$ cat src/rtl/truth_sweep_pkg.sv
// Shared types and helpers for the truth-table sweeper.
package truth_sweep_pkg;

  typedef enum logic [1:0] {IDLE, DRIVE, SAMPLE, FINISH} state_t;

  localparam int N_IN    = 3;
  localparam int TABLE_W = 8;

  // Combination 0 lands in the MSB of the table word.
  function automatic logic [N_IN-1:0] tt_bit(input logic [N_IN-1:0] combo);
    return N_IN'(TABLE_W - 1 - int'(combo));
  endfunction

endpackage

$ cat src/rtl/maj3_voter.sv
// Three-deep sample shift register with a 2-of-3 majority output.
module maj3_voter (
  input  logic clk,
  input  logic rst,
  input  logic i_shift,
  input  logic i_bit,
  output logic o_maj
);

  logic [2:0] r_samp;

  always_ff @(posedge clk or posedge rst) begin
    if (rst) begin
      r_samp <= '0;
    end else if (i_shift) begin
      r_samp <= {r_samp[1:0], i_bit};
    end
  end

  assign o_maj = (r_samp[0] & r_samp[1]) | (r_samp[0] & r_samp[2]) | (r_samp[1] & r_samp[2]);

endmodule

$ cat src/rtl/truth_table_sweeper.sv
// Sweeps a 3-input gate through 000..111, captures its truth table and compares to EXPECTED.
// Optional majority-of-3 sampling per combination: define TRUTH_SWEEP_VOTE_EN.
module truth_table_sweeper
  import truth_sweep_pkg::*;
#(
  parameter int unsigned  SETTLE_CYCLES = 4,
  parameter logic [7:0]   EXPECTED      = 8'h64
) (
  input  logic       clk,
  input  logic       rst,
  input  logic       start,
  output logic       in1,
  output logic       in2,
  output logic       in3,
  input  logic       dut_out,
  output logic       busy,
  output logic       done,
  output logic [7:0] table_out,
  output logic       match
);

  localparam int CW = (SETTLE_CYCLES > 1) ? $clog2(SETTLE_CYCLES) : 1;
  localparam logic [CW-1:0] LAST = CW'(SETTLE_CYCLES - 1);

  state_t              r_state;
  logic [N_IN-1:0]     r_combo;
  logic [CW-1:0]       r_cnt;
  logic [N_IN-1:0]     r_in;
  logic                r_busy;
  logic                r_done;
  logic                r_match;
  logic [TABLE_W-1:0]  r_table;
  logic [TABLE_W-1:0]  w_table;

`ifdef TRUTH_SWEEP_VOTE_EN
  logic [1:0]          r_scnt;
  logic                r_commit;
  logic [N_IN-1:0]     r_cidx;
  logic                w_maj;

  maj3_voter u_voter (
    .clk     (clk),
    .rst     (rst),
    .i_shift (r_state == SAMPLE),
    .i_bit   (dut_out),
    .o_maj   (w_maj)
  );

  // The voted bit is committed one cycle after the last sample; FINISH sees it via w_table.
  always_comb begin
    w_table = r_table;
    if (r_commit) w_table[r_cidx] = w_maj;
  end
`else
  always_comb begin
    w_table = r_table;
  end
`endif

  always_ff @(posedge clk or posedge rst) begin
    if (rst) begin
      r_state <= IDLE;
      r_combo <= '0;
      r_cnt   <= '0;
      r_in    <= '0;
      r_busy  <= 1'b0;
      r_done  <= 1'b0;
      r_match <= 1'b0;
      r_table <= '0;
`ifdef TRUTH_SWEEP_VOTE_EN
      r_scnt   <= '0;
      r_commit <= 1'b0;
      r_cidx   <= '0;
`endif
    end else begin
      r_done  <= 1'b0;
      r_table <= w_table;
`ifdef TRUTH_SWEEP_VOTE_EN
      r_commit <= 1'b0;
`endif
      case (r_state)
        IDLE: begin
          // A start coinciding with the done pulse is dropped.
          if (start && !r_done) begin
            r_state <= DRIVE;
            r_combo <= '0;
            r_cnt   <= '0;
            r_table <= '0;
            r_match <= 1'b0;
            r_busy  <= 1'b1;
          end
        end
        DRIVE: begin
          r_in  <= r_combo;
          r_cnt <= r_cnt + CW'(1);
          if (r_cnt == LAST) begin
            r_state <= SAMPLE;
`ifdef TRUTH_SWEEP_VOTE_EN
            r_scnt  <= '0;
`endif
          end
        end
        SAMPLE: begin
`ifdef TRUTH_SWEEP_VOTE_EN
          r_scnt <= r_scnt + 2'd1;
          if (r_scnt == 2'd2) begin
            r_commit <= 1'b1;
            r_cidx   <= tt_bit(r_combo);
            if (r_combo == N_IN'(TABLE_W - 1)) begin
              r_state <= FINISH;
            end else begin
              r_combo <= r_combo + N_IN'(1);
              r_cnt   <= '0;
              r_state <= DRIVE;
            end
          end
`else
          r_table[tt_bit(r_combo)] <= dut_out;
          if (r_combo == N_IN'(TABLE_W - 1)) begin
            r_state <= FINISH;
          end else begin
            r_combo <= r_combo + N_IN'(1);
            r_cnt   <= '0;
            r_state <= DRIVE;
          end
`endif
        end
        FINISH: begin
          r_done  <= 1'b1;
          r_match <= (w_table == EXPECTED);
          r_busy  <= 1'b0;
          r_in    <= '0;
          r_state <= IDLE;
        end
        default: r_state <= IDLE;
      endcase
    end
  end

  assign {in1, in2, in3} = r_in;
  assign busy      = r_busy;
  assign done      = r_done;
  assign table_out = r_table;
  assign match     = r_match;

endmodule

$ cat config.mk
export PLATFORM = sky130hd
export DESIGN_NAME = truth_table_sweeper
export DESIGN_NICKNAME = d
export VERILOG_FILES = /design/src/rtl/truth_sweep_pkg.sv /design/src/rtl/maj3_voter.sv /design/src/rtl/truth_table_sweeper.sv
export SDC_FILE = /design/constraint.sdc
export NUM_CORES = 1
export LEC_CHECK = 0
export ABC_AREA = 1
export BUFFER_PORTS_ARGS = -buffer_cell sky130_fd_sc_hd__buf_2
export CORE_MARGIN = 3
export CORE_UTILIZATION = 53
export DETAILED_ROUTE_END_ITERATION = 12
export HOLD_SLACK_MARGIN = 0.12
export PLACE_DENSITY = 0.84
export SYNTH_ARGS = -nofsm -noshare
export SYNTH_HDL_FRONTEND = slang
export SYNTH_HIERARCHICAL = 1
export SYNTH_SLANG_ARGS = --single-unit
export TNS_END_PERCENT = 1
$ cat constraint.sdc
create_clock -name clk -period 1.4 [get_ports clk]
set_clock_uncertainty 0.05 [all_clocks]
set_input_delay 0.21 -clock clk [delete_from_list [all_inputs] [get_ports clk]]
set_output_delay 0.21 -clock clk [all_outputs]
set_load 0.03 [all_outputs]
==> results of run 1 <==
## cell families (layout without fill, tap and decap cells)
logic type                 Yosys count  in the layout  synth area share (%)
AOI/OAI and AO/OA                   11             11                  6.71
adders and majority gates            3              3                  3.60
buffers and inverters               18             40                  7.31
DFF                                 21             21                  50.4
and+or+nand+nor                     79             79                  32.0
## synth_stat cells
cell type	count
nor3_1	2
ha_1	3
inv_1	14
buf_2	1
o21ai_0	6
nor2_2	2
buf_4	2
dfrtp_1	21
o21ai_2	3
nand4_1	5
or2_2	1
nand3_1	12
a22o_1	1
nor2_1	11
nand2_1	46
a21oi_1	1
inv_2	1
## power by group
part	internal, mW	switching [mW]	total, mW
registers	0.761	0.140	0.901
logic	0.273	0.577	0.850
clock network	0.111	0.186	0.297
total	1.15	0.903	2.05
## repair_timing
action	CTS	global route
hold endpoints to repair	21	0
hold buffers	1	0
endpoints found under the setup margin	2	12
gates cloned	0	0
gates resized for setup	1	8
## final cells by class
class,count,area (sq um)
Clock buffer,4,26.3
Fill cell,143,564
Inverter,15,56.3
Multi-Input combinational cell,93,459
Sequential cell,21,528
Tap cell,25,31.3
Timing Repair Buffer,21,118
## layer usage
layer / track usage (%) / routed length [microns] / vias up
met5: 0 / 0 / -
met4: 14.3 / 53 / 0
met3: 3.86 / 135 / 5
met2: 34.3 / 1110 / 38
met1: 24.2 / 924 / 421
li1: - / - / 467
## sequential cells by signal, summed over array words and instances (netlist names)
signal / count
match: 1
r_in: 3
r_combo: 3
done: 1
table_out: 8
r_state: 2
r_cnt: 2
busy: 1
## worst max-delay path, delay by kind of cell (launching register included)
family,cells,cell delay (ns)
and+or+nand+nor,3,0.21
AOI/OAI and AO/OA,1,0.14
adders and majority gates,2,0.42
DFF,1,0.41
## per-stage QoR
| step | setup slack (ns) | util [%] | hold slack, ns | TNS (ns) |
|---|---|---|---|---|
| final | 0.0774 | 68.4 | 0.202 | 0 |
| after global routing | 0.000279 | 68.4 | 0.222 | 0 |
| after CTS | 0.0347 | 67.4 | 0.165 | 0 |
| after detailed placement | -0.0238 | 65.2 | 0.202 | -0.0292 |
| after global placement | 0.0419 | 65.2 | 0.197 | 0 |
| after floorplan | 0.121 | - | 0.137 | 0 |
## worst paths after layout
| check | from | endpoint | slack, ns | cells past startpoint |
|---|---|---|---|---|
| min | dut_out | table_out[2] | 0.20 | 5 |
| min reg2reg | busy | busy | 0.44 | 2 |
| max reg2reg | r_combo[0] | r_cnt[0] | 0.08 | 6 |
| min in group asynchronous | rst | r_combo[0] | 0.40 | 4 |
| max | r_combo[0] | r_cnt[0] | 0.08 | 6 |
| max in group asynchronous | rst | r_state[1] | 0.67 | 4 |
==> flow_summary.ini, run 1 <==
[die]
start_util_pct = 58.5
chipWidth_microns = 50.4
die_h_microns = 50.4
ios = 18
die_area_sq_um = 2540
fp-row-count = 15
coreArea_sq_um = 1780

[route]
via_count = 931
detail_route.wl_per_cell_microns = 12.4
route.detailed.drc = 0
drt_iter0_markers = 29
vias_per_cell = 5.20
ant_nets = 0
totalWireLength_microns = 2220
first_pass_iters = 4

[sta]
period_needed_ns = 1.32
rsz0062_at_grt = no
finalSetupViolations = 0
fin_crit_sh_pct = 94.5
max-slew-margin-rel_pct = 82.6
slew_viol_final = 0
worst_slew_pin_slew_ns = 0.260
report.final.hold_viol_count = 0
fmax_mhz = 756

[cells_and_area]
fin_nets = 162
fin_cells = 179
layout_commonest_cell = nand2_1
drive_gt1_share_pct = 23.4
postLayoutCellArea_sq_um = 1220
antenna_cells = 0
mostFrequentLayoutCells = 44 x nand2_1, 19 x dfrtp_1, 17 x buf_2
syn2layout_area_growth_pct = 16.8

[critical_path]
worstPathMaxFanout = 2
crit_top_cell = nand2_1
start_kind = register
end_kind = register
slowest_stage = dfrtp_1
crit_arrival_ns = 1.49
path_cells = ha_1 > ha_1 > o21ai_1 > nand2_1 > nand2_1 > nand2_1
slowest_delay_ns = 0.41
cp.required_ns = 1.56
criticalPathCategory = register to register

[cts]
clock_sinks = 21
h-tree-depth = 1
cts_setup_buffers = 0
cts_buffers = 3
cts.clk_slew.worst_paths_ns = 0.11
clkLatencyLatePin_ns = 0.31
clock_path_buffers = 2
cts_tree = done
clock-root-buffer = clkbuf_4

[logic_synthesis]
synth.distinct_cells = 17
synth.cell_area_sq_um = 1040
postSynthCellCount = 132
ys_ff_latch = 21
syn_nets = 139
ys_top_cells_by_area = dfrtp_1 50%, nand2_1 17%, nand3_1 5.8%
yosysTopAreaCell = dfrtp_1
synth-seq-area-share_pct = 50.4
synth_top_area_share_pct = 50.4
avgSynthCellArea_sq_um = 7.91
yosys_warnings = 6

[placed_design]
place_congestion = 0.824
place_inst = 174
numPortBuffers = 17
hpwl_microns = 1660
placed_cell_area_sq_um = 1160

[power_and_ir_drop]
p_leak_nw = 0.692
power.density_nw_per_um2 = 1680
vdd_drop_max_v = 0.00116
finalPower_mw = 2.05

[global_routing]
grt_max_degree = 22
grt_overflow_total = 0
grtUsageTotal_pct = 20.8
grt_pass1_vias = 917
grt_pass1_wl_microns = 3910
antenna_found_initial = 0

[outcome]
status = finished clean

[run]
drv_cap = 0

[worst_hold_path]
hold_path.class = primary input to register
No activity file was read; power rests on OpenSTA's default activity.
==> run 2: changes to the inputs <==
--- a/config.mk
+++ b/config.mk
@@ -7,6 +7,7 @@
 export LEC_CHECK = 0
 export ABC_AREA = 1
 export BUFFER_PORTS_ARGS = -buffer_cell sky130_fd_sc_hd__buf_2
+export CORE_ASPECT_RATIO = 0.7
 export CORE_MARGIN = 3
 export CORE_UTILIZATION = 53
 export DETAILED_ROUTE_END_ITERATION = 12
==> run 2 against run 1 <==
Final cell count is 1.1% lower. Sequential share of layout area is 0.25 points lower. Critical path depth is 1 lower. Die area is 0.34% higher. Final area is 0.10% higher. Largest cell class unchanged.
==> flow_summary.ini, run 2 (synthesis results as in run 1) <==
[die]
ios = 18
fp-row-count = 12
die_h_microns = 43.1
coreArea_sq_um = 1710
die_area_sq_um = 2550
chipWidth_microns = 59.0
start_util_pct = 61.0

[sta]
fin_crit_sh_pct = 94.6
fin_ws_ns = 0.0750
report.final.hold_viol_count = 0
whs_ns = 0.201
fmax_mhz = 755
period_needed_ns = 1.32
slew_viol_final = 0
max-slew-margin-rel_pct = 80.7
worst_slew_pin_slew_ns = 0.289
finalSetupViolations = 0
rsz0062_at_grt = yes
setup_tns_ns = 0

[global_routing]
grt_pass1_vias = 853
grt_max_degree = 22
grt_overflow_total = 0
grt_pass1_wl_microns = 3820
antenna_found_initial = 0
grtUsageTotal_pct = 20.4

[route]
first_pass_iters = 4
via_count = 926
route.detailed.drc = 0
totalWireLength_microns = 2220
drt_iter0_markers = 52
route.met3.wl_microns = 164
ant_nets = 0
met1_length_microns = 1050
vias_per_cell = 5.23
dr_wl_met2_microns = 951
top_layer = met4
detail_route.wl_per_cell_microns = 12.5

[cells_and_area]
antenna_cells = 0
utilization_pct = 71.3
postLayoutCellArea_sq_um = 1220
syn2layout_area_growth_pct = 16.9
mostFrequentLayoutCells = 45 x nand2_1, 21 x dfrtp_1, 17 x buf_2
layout_commonest_cell = nand2_1
fin_cells = 177
drive_gt1_share_pct = 22.4
fin_nets = 164
largest_register_ffs = 8

[critical_path]
r2r_cells = 5
cp.required_ns = 1.58
r2r_slack_ns = 0.08
path_cells = inv_2 > nand2_1 > nor2_4 > nand3_1 > o21ai_2
slowest_stage = dfrtp_1
end_kind = register
crit_arrival_ns = 1.51
cpLargestDelayFamily = flip-flops
reg2reg_from = r_state[0]
criticalPathCategory = register to register
start_kind = register
slowest_delay_ns = 0.49
crit_buf_inv = 1
worstReg2RegEnd = table_out[7]
worstPathMaxFanout = 7

[worst_hold_path]
hp-start = dut_out
hold_depth = 5
holdPathEnd = table_out[3]
hold_path.class = primary input to register

[cts]
cts_buffers = 3
clock_path_buffers = 2
cts.clk_slew.worst_paths_ns = 0.12
cts_tree = done
clkLatencyLatePin_ns = 0.31
cts_setup_buffers = 0
clock-root-buffer = clkbuf_4
clock_sinks = 21
h-tree-depth = 1

[run]
drv_cap = 0

[power_and_ir_drop]
finalPower_mw = 2.05
p_leak_nw = 0.705
power.density_nw_per_um2 = 1680
vdd_drop_max_v = 0.00138

[placed_design]
hpwl_microns = 1720
placed_cell_area_sq_um = 1170
place_inst = 172
place_congestion = 0.823
numPortBuffers = 17
dp_slack_ns = 0.0501

[outcome]
status = finished clean
==> run 2: cell count changes in the layout (fill, tap and decap cells not counted), sizes merged <==
cell,change
clkinv,+1
clkbuf,-1
buf,+2
==> run 2: worst register-to-register path, stage by stage (launching register included) <==
cell and delay [ns]:
dfrtp_1 0.49, inv_2 0.15, nand2_1 0.18, nor2_4 0.19
nand3_1 0.11, o21ai_2 0.08
==> run 2: how the worst max path moves through the flow <==
stage,depth (start not counted),from,slack [ns],to
floorplan,6,r_combo[1],0.12,r_combo[1]
CTS,6,r_state[0],0.02,table_out[3]
global placement,6,r_state[0],0.06,table_out[2]
finish,5,r_state[0],0.08,table_out[7]
global route,5,r_state[0],-0.01,table_out[7]
detailed placement,6,r_state[0],0.05,table_out[3]
==> run 2: final cells by class <==
cell class	instances	area, sq um
repair buffers	23	133
multi-input cells	93	452
flip-flops and latches	21	526
inverters	15	56.3
clock buffers	3	22.5
fillers	154	492
clock inverters	1	5.00
well taps	21	26.3
==> run 2: routing by layer <==
layer / vias to the layer above / GRT usage [%]
met5: - / 0
met4: 0 / 9.95
met3: 7 / 6.38
met2: 33 / 29.3
met1: 416 / 27.6
li1: 470 / -
==> run 2: report_power, final <==
part / total (mW) / switching (mW) / internal [mW] / leakage, nW
sequential: 0.884 / 0.128 / 0.756 / 0.280
combinational: 0.874 / 0.595 / 0.279 / 0.407
clock: 0.290 / 0.183 / 0.107 / 0.0177
total: 2.05 / 0.906 / 1.14 / 0.705
==> run 2: repair_timing <==
| item | CTS | global route |
|---|---|---|
| gates resized for setup | 0 | 3 |
| hold endpoints to repair | 21 | 0 |
| hold buffers | 1 | 0 |
| endpoints found under the setup margin | 0 | 12 |
==> run 3: changes to the inputs <==
--- a/config.mk
+++ b/config.mk
@@ -5,7 +5,6 @@
 export SDC_FILE = /design/constraint.sdc
 export NUM_CORES = 1
 export LEC_CHECK = 0
-export ABC_AREA = 1
 export BUFFER_PORTS_ARGS = -buffer_cell sky130_fd_sc_hd__buf_2
 export CORE_ASPECT_RATIO = 0.7
 export CORE_MARGIN = 3
==> run 3 against run 2 <==
The flow now finishes with violations (setup timing). Final area grew 4.8%. Worst setup slack lost 0.10 ns. Non-clock buffer count grew 7. Combinational power grew 16%. Maximum frequency shrank 7.2%. Global-route usage shrank 0.60 points.
==> flow_summary.ini, run 3 <==
[outcome]
status = finished, violations left
violations = setup timing

[cts]
cts_buffers = 3
clock-root-buffer = clkbuf_4
cts_setup_buffers = 0
cts.clk_slew.worst_paths_ns = 0.11
clock_path_buffers = 2
cts_tree = done
h-tree-depth = 1
clkLatencyLatePin_ns = 0.30
clock_sinks = 21

[die]
die_h_microns = 42.7
die_area_sq_um = 2490
start_util_pct = 60.1
chipWidth_microns = 58.4
coreArea_sq_um = 1700
fp-row-count = 12
ios = 18

[logic_synthesis]
postSynthCellCount = 95
synth-seq-area-share_pct = 51.5
synth.distinct_cells = 29
yosysMostFrequentCell = dfrtp_1
synth_edf_count = 0
synth.cell_area_sq_um = 1020
ys_top_cells_by_area = dfrtp_1 52%, mux2i_1 5.9%, nand2_1 4.4%
avgSynthCellArea_sq_um = 10.7
syn_nets = 102
yosys_warnings = 6
yosysTopAreaCell = dfrtp_1
synth_ff_type = dfrtp_1
synth_commonest_cells = 21 x dfrtp_1, 12 x nand2_1, 6 x mux2i_1
synth_top_area_share_pct = 51.5
async_reset_ff_share_pct = 100
ys_ff_latch = 21

[sta]
fmax_mhz = 701
fin_crit_sh_pct = 102
whs_ns = 0.242
max-slew-margin-rel_pct = 78.9
setup_tns_ns = -0.0520
report.final.hold_viol_count = 0
period_needed_ns = 1.43
rsz0062_at_grt = yes
finalSetupViolations = 2
fin_ws_ns = -0.0275
slew_viol_final = 0
worst_slew_pin_slew_ns = 0.314

[critical_path]
worstPathMaxFanout = 10
cp.required_ns = 1.53
reg2reg_from = r_state[1]
path_cells = or4b_4 > o311ai_2 > o41ai_2
slowest_stage = or4b_4
r2r_slack_ns = -0.03
worstReg2RegEnd = table_out[6]
start_kind = register
criticalPathCategory = register to register
slowest_delay_ns = 0.62
end_kind = register
crit_arrival_ns = 1.56
r2r_cells = 3

[worst_hold_path]
hold_depth = 3
hp-start = dut_out
holdPathEnd = table_out[1]
hold_path.class = primary input to register

[route]
first_pass_iters = 4
route.detailed.drc = 0
vias_per_cell = 5.61
detail_route.wl_per_cell_microns = 14.8
drt_iter0_markers = 17
ant_nets = 0
totalWireLength_microns = 2130
via_count = 808

[power_and_ir_drop]
power.density_nw_per_um2 = 1690
finalPower_mw = 2.17
p_leak_nw = 0.637
vdd_drop_max_v = 0.00135

[global_routing]
grt_overflow_total = 0
grt_pass1_vias = 817
antenna_found_initial = 0
grt_pass1_wl_microns = 3690
grt_max_degree = 22
grtUsageTotal_pct = 19.8

[cells_and_area]
postLayoutCellArea_sq_um = 1280
syn2layout_area_growth_pct = 25.4
antenna_cells = 0
layout_commonest_cell = dfrtp_1
mostFrequentLayoutCells = 20 x dfrtp_1, 17 x buf_2, 12 x nand2_1
drive_gt1_share_pct = 36.6
fill_cells = 124
largest_register_ffs = 8
fin_nets = 131

[placed_design]
placed_cell_area_sq_um = 1210
numPortBuffers = 17
dp_slack_ns = -0.0484
place_congestion = 0.858
hpwl_microns = 1510

[run]
drv_cap = 0
[run 3: worst max-delay path, delay by kind of cell (launching register included)]
kind               cells  cell delay (ns)
AOI/OAI and AO/OA      2             0.24
DFF                    1             0.40
and+or+nand+nor        1             0.62
[run 3: cell families after synthesis]
group	synth area share, %
muxes	5.89
AOI/OAI and AO/OA	17.1
buffers and inverters	4.05
DFF	51.5
adders and majority gates	3.68
and+or+nand+nor	17.8
[run 3: area by class of cell]
type | count | area (sq um) | share of cell area, %
Sequential cell | 21 | 527 | 41.2
Multi-Input combinational cell | 64 | 492 | 38.5
Timing Repair Buffer | 30 | 193 | 15.1
Clock buffer | 4 | 26.3 | 2.05
Tap cell | 21 | 26.3 | 2.05
Inverter | 4 | 15.0 | 1.17
[run 3: worst max-delay path by stage]
stage,start,end,slack [ns],depth (start not counted)
after global routing,r_state[0],table_out[0],-0.12,5
after CTS,r_state[1],table_out[6],-0.06,4
after detailed placement,r_state[1],table_out[6],-0.05,4
after global placement,r_state[1],table_out[6],0.005,4
after floorplan,done,table_out[6],-0.05,4
final,r_state[1],table_out[6],-0.03,3
[run 3: repair_timing]
| action | in CTS | in global routing |
|---|---|---|
| setup endpoints to repair | 11 | 14 |
| pin swaps | 0 | 2 |
| gates cloned | 0 | 0 |
| gates resized for setup | 5 | 8 |
| endpoints found under the hold margin | 21 | 0 |
| hold buffers | 1 | 0 |
[run 3: layer usage]
metal / routed length, microns / share of wire, % / track usage, % / vias to the layer above
met5: 0 / 0 / 0 / -
met4: 11 / 0.52 / 3.24 / 0
met3: 118 / 5.5 / 7.29 / 2
met2: 1000 / 47 / 30.7 / 20
met1: 1000 / 47 / 26.9 / 386
li1: - / - / - / 400
[run 3: power breakdown]
part / switching, mW / internal [mW]
Combinational: 0.594 / 0.420
Clock: 0.170 / 0.111
Sequential: 0.101 / 0.769
[run 3: through the flow]
step,instances,utilization (%)
2_1_floorplan,95,-
4_1_cts,145,74.0
5_1_grt,144,75.4
3_3_place_gp,140,71.1
6_report,144,75.4
3_5_place_dp,140,71.1
